## src/rtl/intra_chroma8x8_pred.sv

```systemverilog
// intra_chroma8x8_pred
// Front end of the chroma 8x8 mode saver. Accepts one 8x8 chroma block a row at
// a time, together with its top/left neighbours. Builds the V, H and DC
// predictions, then produces clipped per-pixel residues and saturated per-mode SADs.
// Ports:
//   clk, reset (async, active-low)
//   start, mbnumber_in, top, left, top_avail, left_avail  - block setup, taken in IDLE
//   row_valid, row_pix, row_ready                        - source row handshake
//   busy, out_valid                                      - status / one-cycle result strobe
//   mbnumber, sads[0..2]=V/H/DC, vres, hres, dcres       - results, index r*8+c
module intra_chroma8x8_pred #(
   parameter int unsigned BLK  = 8,
   parameter int unsigned SADW = 14
) (
   input  logic                    clk,
   input  logic                    reset,
   input  logic                    start,
   input  logic [8:0]              mbnumber_in,
   input  logic [BLK-1:0][7:0]     top,
   input  logic [BLK-1:0][7:0]     left,
   input  logic                    top_avail,
   input  logic                    left_avail,
   input  logic                    row_valid,
   input  logic [BLK-1:0][7:0]     row_pix,
   output logic                    row_ready,
   output logic                    busy,
   output logic                    out_valid,
   output logic [8:0]              mbnumber,
   output logic [2:0][7:0]         sads,
   output logic [BLK*BLK-1:0][7:0] vres,
   output logic [BLK*BLK-1:0][7:0] hres,
   output logic [BLK*BLK-1:0][7:0] dcres
);

   localparam int unsigned ROWW = 11;   // sum of 8 values of 0..255
   localparam int unsigned DCSW = 12;   // St + Sl + rounding

   typedef enum logic [1:0] {IDLE, LOAD, FINAL, DONE} state_t;

   state_t               state, state_nxt;
   logic                 load_c, accept_c;
   logic [2:0]           row_cnt;
   logic [BLK-1:0][7:0]  top_q, left_q;
   logic                 tav_q, lav_q;
   logic [7:0]           dc_q;
   logic [SADW-1:0]      sad_v, sad_h, sad_dc;

   logic [ROWW-1:0]      st_c, sl_c;
   logic [DCSW-1:0]      both_c;
   logic [ROWW-1:0]      tonly_c, lonly_c;
   logic [7:0]           dc_c;

   logic [7:0]           hp_c;
   logic [BLK-1:0][7:0]  vp_c, vr_c, hr_c, dr_c;
   logic [ROWW-1:0]      vsum_c, hsum_c, dsum_c;

   // Signed difference pix - pred, clipped to the 8-bit two's complement range
   function automatic logic [7:0] clip_res(input logic [7:0] pix, input logic [7:0] pred);
      logic signed [8:0] d;
      d = $signed({1'b0, pix}) - $signed({1'b0, pred});
      if (d > 9'sd127)
         return 8'h7F;
      else if (d < -9'sd128)
         return 8'h80;
      else
         return d[7:0];
   endfunction

   function automatic logic [7:0] abs_diff(input logic [7:0] a, input logic [7:0] b);
      return (a >= b) ? (a - b) : (b - a);
   endfunction

   function automatic logic [7:0] sat8(input logic [SADW-1:0] s);
      return (s > SADW'(255)) ? 8'hFF : s[7:0];
   endfunction

   // State register
   always_ff @(posedge clk or negedge reset) begin
      if (!reset)
         state <= IDLE;
      else
         state <= state_nxt;
   end

   // Next-state and handshake decode
   always_comb begin
      state_nxt = state;
      load_c    = 1'b0;
      accept_c  = 1'b0;
      case (state)
         IDLE: begin
            if (start) begin
               load_c    = 1'b1;
               state_nxt = LOAD;
            end
         end
         LOAD: begin
            if (row_valid) begin
               accept_c = 1'b1;
               if (row_cnt == 3'(BLK - 1))
                  state_nxt = FINAL;
            end
         end
         FINAL:   state_nxt = DONE;
         DONE:    state_nxt = IDLE;
         default: state_nxt = IDLE;
      endcase
   end

   // DC prediction from the live neighbour inputs, captured together with them on start
   always_comb begin
      st_c = '0;
      sl_c = '0;
      for (int i = 0; i < int'(BLK); i++) begin
         st_c = st_c + ROWW'(top[i]);
         sl_c = sl_c + ROWW'(left[i]);
      end
      both_c  = DCSW'(st_c) + DCSW'(sl_c) + DCSW'(8);
      tonly_c = st_c + ROWW'(4);
      lonly_c = sl_c + ROWW'(4);
      case ({top_avail, left_avail})
         2'b11:   dc_c = 8'(both_c >> 4);
         2'b10:   dc_c = 8'(tonly_c >> 3);
         2'b01:   dc_c = 8'(lonly_c >> 3);
         default: dc_c = 8'd128;
      endcase
   end

   // Residues and absolute-difference sums for the row currently on row_pix
   always_comb begin
      vp_c   = '0;
      vr_c   = '0;
      hr_c   = '0;
      dr_c   = '0;
      vsum_c = '0;
      hsum_c = '0;
      dsum_c = '0;
      hp_c   = lav_q ? left_q[row_cnt] : 8'd128;
      for (int c = 0; c < int'(BLK); c++) begin
         vp_c[c] = tav_q ? top_q[c] : 8'd128;
         vr_c[c] = clip_res(row_pix[c], vp_c[c]);
         hr_c[c] = clip_res(row_pix[c], hp_c);
         dr_c[c] = clip_res(row_pix[c], dc_q);
         vsum_c  = vsum_c + ROWW'(abs_diff(row_pix[c], vp_c[c]));
         hsum_c  = hsum_c + ROWW'(abs_diff(row_pix[c], hp_c));
         dsum_c  = dsum_c + ROWW'(abs_diff(row_pix[c], dc_q));
      end
   end

   // Datapath and registered outputs
   always_ff @(posedge clk or negedge reset) begin
      if (!reset) begin
         row_ready <= 1'b0;
         busy      <= 1'b0;
         out_valid <= 1'b0;
         row_cnt   <= '0;
         top_q     <= '0;
         left_q    <= '0;
         tav_q     <= 1'b0;
         lav_q     <= 1'b0;
         dc_q      <= '0;
         sad_v     <= '0;
         sad_h     <= '0;
         sad_dc    <= '0;
         mbnumber  <= '0;
         sads      <= '0;
         vres      <= '0;
         hres      <= '0;
         dcres     <= '0;
      end else begin
         row_ready <= (state_nxt == LOAD);
         busy      <= (state_nxt != IDLE);
         out_valid <= (state_nxt == DONE);

         if (load_c) begin
            top_q    <= top;
            left_q   <= left;
            tav_q    <= top_avail;
            lav_q    <= left_avail;
            dc_q     <= dc_c;
            mbnumber <= mbnumber_in;
            row_cnt  <= '0;
            sad_v    <= '0;
            sad_h    <= '0;
            sad_dc   <= '0;
         end

         if (accept_c) begin
            row_cnt <= row_cnt + 3'd1;
            sad_v   <= sad_v + SADW'(vsum_c);
            sad_h   <= sad_h + SADW'(hsum_c);
            sad_dc  <= sad_dc + SADW'(dsum_c);
            for (int c = 0; c < int'(BLK); c++) begin
               vres[{row_cnt, 3'(c)}]  <= vr_c[c];
               hres[{row_cnt, 3'(c)}]  <= hr_c[c];
               dcres[{row_cnt, 3'(c)}] <= dr_c[c];
            end
         end

         // Unavailable neighbours force V/H to the worst score; DC is never forced
         if (state == FINAL) begin
            sads[0] <= tav_q ? sat8(sad_v) : 8'hFF;
            sads[1] <= lav_q ? sat8(sad_h) : 8'hFF;
            sads[2] <= sat8(sad_dc);
         end
      end
   end

endmodule

```

## config.mk

```make
export PLATFORM = sky130hd
export DESIGN_NAME = intra_chroma8x8_pred
export DESIGN_NICKNAME = d
export VERILOG_FILES = /design/src/rtl/intra_chroma8x8_pred.sv
export SDC_FILE = /design/constraint.sdc
export NUM_CORES = 2
export LEC_CHECK = 0
export CAP_MARGIN = 20
export CORE_AREA = 2 2 700 702
export CTS_CLUSTER_DIAMETER = 50
export DETAILED_ROUTE_END_ITERATION = 8
export DIE_AREA = 0 0 702 704
export SYNTH_ARGS = -nofsm -noshare
export SYNTH_HDL_FRONTEND = slang
export SYNTH_SLANG_ARGS = --single-unit
```

## constraint.sdc

```tcl
create_clock -name clk -period 20 [get_ports clk]
set_clock_uncertainty 0.1 [all_clocks]
set_input_delay 5 -clock clk [delete_from_list [all_inputs] [get_ports clk]]
set_output_delay 5 -clock clk [all_outputs]
set_load 0.02 [all_outputs]
```

### Word level (Yosys, flattened, before mapping)

Index checks and enable logic that the tools add are counted.

| operators by class | value |
|---|---|
| order comparisons | 92 |
| equality and inequality tests | 9 |
| multiplexer cells | 143 |
| reduce and logical (&&, ||, !) cells | 11 |
| add/sub/neg operators | 115 |

Operators with widths:

| kind | count |
|---|---|
| 512-bit bitwise mux | 24 |
| 8-bit 2-to-1 mux | 95 |
| 8-bit subtractor | 48 |
| 11-bit by 8-bit adder with 11-bit output | 20 |
| 9-bit by 8-bit > comparator with 1-bit output, second input constant | 24 |
| 9-bit by 8-bit < comparator with 1-bit output, second input constant | 24 |
| 8-bit by 8-bit subtractor with 9-bit output | 24 |
| 8-bit demux with 3-bit select | 8 |
| 8-bit >= comparator | 24 |
| 6-bit by 7-bit < comparator with 1-bit output, second input constant | 8 |
| 14-bit 2-to-1 mux | 4 |
| 10-bit by 8-bit adder with 11-bit output | 5 |
| 9-bit by 8-bit adder with 10-bit output | 5 |
| 6-bit by 1-bit >= comparator with 1-bit output, second input constant | 8 |
| 8-bit by 8-bit adder with 9-bit output | 5 |
| 14-bit by 11-bit adder with 14-bit output | 3 |
| 14-bit by 8-bit > comparator with 1-bit output, second input constant | 3 |
| 8-bit binary-select mux with 3-bit select | 1 |
| 8-bit case mux with 3 select lines | 1 |
| 11-bit by 3-bit adder with 11-bit output, second input constant | 2 |
| 11-bit by 11-bit adder with 12-bit output | 1 |
| 12-bit by 4-bit adder with 12-bit output, second input constant | 1 |
| 2-bit equality test, second input constant | 5 |
| 1-bit logical AND | 8 |
| other kinds (10) | 19 |

| word-level totals | value |
|---|---|
| output and inout bits | 1,572 |
| flip-flop bits (word level) | 1,757 |
| logic and storage cells | 593 |

### Longest topological paths before layout

| depth | value |
|---|---|
| depth in word-level cells | 15 |
| depth in mapped cells | 35 |
| gate-level depth less buffers | 33 |

### Worst setup path after synthesis

OpenSTA, ideal clock, no wires.

| timing | value |
|---|---|
| path kind | input-to-reg |
| start point | input port row_pix[32] (netlist bit) |
| end point | register sad_h[12] |
| arrival time | 11.134 ns |
| setup slack | 8.687 ns |
| cell stages on the path | 30 |
| required time | 19.821 ns |
| path buffers | 0 |
| cells stage by stage | inv_1 > ha_1 > inv_1 > fa_1 > a21o_1 > a21oi_2 > o21bai_1 > a2111oi_1 > nor3_2 > nor2_4 > mux2i_1 > xnor2_1 > fa_1 > inv_1 > fa_1 > fa_1 > inv_1 > fa_1 > inv_1 > ha_1 > inv_1 > fa_1 > inv_1 > a21oi_1 > o21bai_1 > a21o_1 > a21o_1 > a31oi_1 > o31ai_1 > mux2i_1 |

| on the way | value |
|---|---|
| cells in the longest elaborated chain, start to end | 8 |
| elaborated cells on any way between the ends | 10 |
| classes of those cells | 7 x add/sub; 1 x order compare; 2 x mux |

Ends and longest elaborated chain:

| what | line | text |
|---|---|---|
| from (decl) | 24 | `input logic [BLK-1:0][7:0] row_pix,` |
| 8-bit subtractor or 8-bit >= comparator (tied branches) | 70 | `return (a >= b) ? (a - b) : (b - a);` |
| 8-bit 2-to-1 mux * | 70 |  |
| 11-bit by 8-bit adder with 11-bit output * (4 in series) | 145 | `hsum_c = hsum_c + ROWW'(abs_diff(row_pix[c], hp_c));` |
| 14-bit by 11-bit adder with 14-bit output * | 191 | `sad_h <= sad_h + SADW'(hsum_c);` |
| 14-bit 2-to-1 mux * | 188 | `if (accept_c) begin` |
| to (signal assigned) | 191 |  |
| to (decl) | 46 | `logic [SADW-1:0] sad_v, sad_h, sad_dc;` |

Mark *: on every way between the ends. The rest lies on a longest branch, timed or not.
A chain may end at the register's enable or synchronous reset.

### Worst setup path after layout

| timing | value |
|---|---|
| start point | input port row_pix[24] (netlist bit) |
| end point | register sad_h[12] |

| on the way | value |
|---|---|
| cells in the longest elaborated chain, start to end | 9 |
| elaborated cells on any way between the ends | 11 |
| classes of those cells | 8 x add/sub; 1 x order compare; 2 x mux |

Ends and longest elaborated chain:

| what | line |
|---|---|
| 8-bit subtractor or 8-bit >= comparator (tied branches) | 70 |
| 8-bit 2-to-1 mux * | 70 |
| 10-bit by 8-bit adder with 11-bit output * | 145 |
| 11-bit by 8-bit adder with 11-bit output * (4 in series) | 145 |
| 14-bit by 11-bit adder with 14-bit output * | 191 |
| 14-bit 2-to-1 mux * | 188 |

Marks and branches as above.

==> impl_results.md <==
- Status: finished, final reports clean
- Worst-path clk slew: 0.05 ns
- Setup TNS: 0 ns
- Die Area: approximately 490000 um2
- Crit Path Class: in -> reg
- Width of the die: 702 um
- Final nets: 11500
- Ports: 1779
- Port bufs: 1778
- Vias per cell: about 4.3
- CTS resizes: 0
- Crit path capture: sad_h[12]
- Routed WL: 489000 um
- Post-synthesis sequential area ratio: roughly half
- TritonCTS buffer count: around 240
- Clk sink count: 1757
- Most used cell, CP: inv_1
- # DRC: 0
- Setup crit start: row_pix[24]
- Place WS: 6.98 ns
- CP max-delay cell: nor2_1
- #FFs+latches synth: ~1800
- YS warnings: 0
- Synth top area share: roughly half
- Critical Path End Type: register
- Crit Path Max Fanout: 14
- Clk root buf: clkbuf_16
- Max-slew violations: 0
- Global-route wire length before repair: 650000 um
- F_max: 82.3 MHz
- Clk_lat worst skew: between 0.9 and 1 ns
- Slew of the pin with the lowest slew margin: 1.17 ns
- Post-synth EDFFs: 0
- Worst Hold Class: reg -> reg
- Worst reg-to-reg setup slack: between 10 and 15 ns
- Via count: 74200
- Async set or reset register ratio after synthesis: 100%
- Initial Util: 18.5%
- # rows: 257
- Drt wl/cell: 28.3 um
- CP arrival: ~13 ns
- Routability cong.: 0.961
- Min Tclk post-route: ~12 ns
- CTS tree: yes
- Post-Synthesis Cells: 8804
- Setup Viol. Count Final: 0
- Worst path max stage delay: roughly 0.63 ns
- Cell taking the most area after synthesis: dfrtp_1
- Layout overhead on the synthesized area: 38.8%
- Rel. slew slack: 21.9%
- Startpoint types: input port
- Worst r2r dst: sad_h[12]
- All-layer global routing usage: 19.1%
- Bufs on Longest Clock Path: 4
- Core area: 487000 um2
- Number of max-cap violations: 0
- Synth cell count leaders: 1776 x nand2_1, 1757 x dfrtp_1, 1142 x o21ai_0, 552 x inv_1, 461 x ha_1
- Vias in the first global route: between 70000 and 80000
- Hold buffers post-CTS: 0
- Area contributors post-synth: dfrtp_1 49%, nand2_1 7.4%, fa_1 6.7%
- Layout cells sized above 1: 11.6%
- Most common flop cell mapped by yosys: dfrtp_1
- Hpwl dp: 390000 um
- Required @ worst endpoint: roughly 21 ns
- Final Worst Setup Slack: 7.84 ns
- Endpoints failing hold: 0
- Largest net degree at the start of global routing: 160
- Path depth of the worst reg2reg path: 32
- Avg Inst Size Synth: 10.3 um2
- Fin crit share: between 60% and 70%
- R2R Path Start: row_cnt[0]
- GR Overflow Total: 0
- Syn_nets: 9776
- Max H-tree Level: 4
- Initial antenna violation count: 120
- DR pass1 iterations: 5
- Initial detailed-routing violation count: roughly 6400
- Netlist Area Pre-Place: approximately 90000 um2
- Yosys cell types: 88
- Chip height: just over 700 um
- RSZ-0062 raised after global routing: false
- ANT nets after route: 0
- Post-CTS setup buffers: 0
- Most numerous cell in the Yosys netlist: nand2_1
-- per-layer routing --
layer / vias up / global-route usage, % / wire length (um)
met5: - / 0 / 425
met3: 683 / 4.59 / 37300
li1: 33000 / - / -
met4: 66 / 7.39 / 20700
met1: 37500 / 24.2 / 202000
met2: 2904 / 31.3 / 229000
-- cell type report --
type,count,area [um2]
Fill cell,52000,362000
Sequential cell,1757,44000
Multi-Input combinational cell,5991,43100
Timing Repair Buffer,1996,19600
Tap cell,6475,8100
Clock buffer,306,6630
Inverter,559,2100
Clock inverter,135,1720
Antenna cell,74,185
-- worst min path at each step --
| stage | start | to | slack (ns) | depth (start not counted) |
|---|---|---|---|---|
| 2_1_floorplan | top_q[0] | top_q[0] | 0.34 | 2 |
| 3_3_place_gp | left_q[31] | left_q[31] | 0.35 | 2 |
| 3_5_place_dp | left_q[42] | left_q[42] | 0.36 | 2 |
| 4_1_cts | left_q[42] | left_q[42] | 0.37 | 2 |
| 5_1_grt | left_q[42] | left_q[42] | 0.39 | 2 |
| 6_report | left_q[54] | left_q[54] | 0.37 | 2 |
-- cells by family after synthesis --
kind of cell / Yosys count / synth area share, %
compound gates: 2180 / 14.1
buf+inv: 1056 / 4.51
mux: 471 / 5.93
xor+xnor: 326 / 3.17
simple gates: 2207 / 10.0
flops: 1757 / 48.7
fa+ha+maj: 807 / 13.6
-- metrics by stage --
stage                     hold slack [ns]  instances  util (%)  area [um2]
after floorplan                     0.338       8804         -       90300
after global placement              0.352      16800      24.0      117000
after detailed placement            0.359      16800      24.0      117000
after CTS                           0.374      17200      25.7      125000
after global routing                0.386      17200      25.7      125000
final                               0.372      17300      25.7      125000
-- flip-flops by register name (all words and copies together), names as in the netlist, 2 cells and up --
register  count
dc_q          8
dcres       512
hres        512
left_q       64
mbnumber      9
row_cnt       3
sad_dc       14
sad_h        14
sad_v        14
sads         24
state         2
top_q        64
vres        512
-- worst max-delay path, delay by kind of cell --
family | cells | cell delay (ns)
AND/OR/NAND/NOR | 2 | 0.70
adder cells (fa/ha/maj) | 8 | 3.16
multiplexers | 2 | 0.40
AO/OA/AOI/OAI | 10 | 2.08
buffers and inverters | 8 | 1.14
XOR/XNOR | 1 | 0.41
-- placed cells by master, fill, tap and decap left out, types with 74 or more instances in the layout --
master and instances:
o21ai_1 74, clkbuf_16 241, xnor2_1 211, fa_1 304, dfrtp_1 1756, inv_1 552
o21ai_0 1142, xor2_1 114, mux2i_1 105, ha_1 461, buf_4 209, o21bai_1 83
a21o_1 217, nor2_1 188, clkdlybuf4s50_1 1776, nand2_1 1772, diode_2 74, mux2_2 350
a21oi_1 291
Power is not shown: default switching activity piles up to over one toggle a cycle in this logic, so the estimate is an artifact.
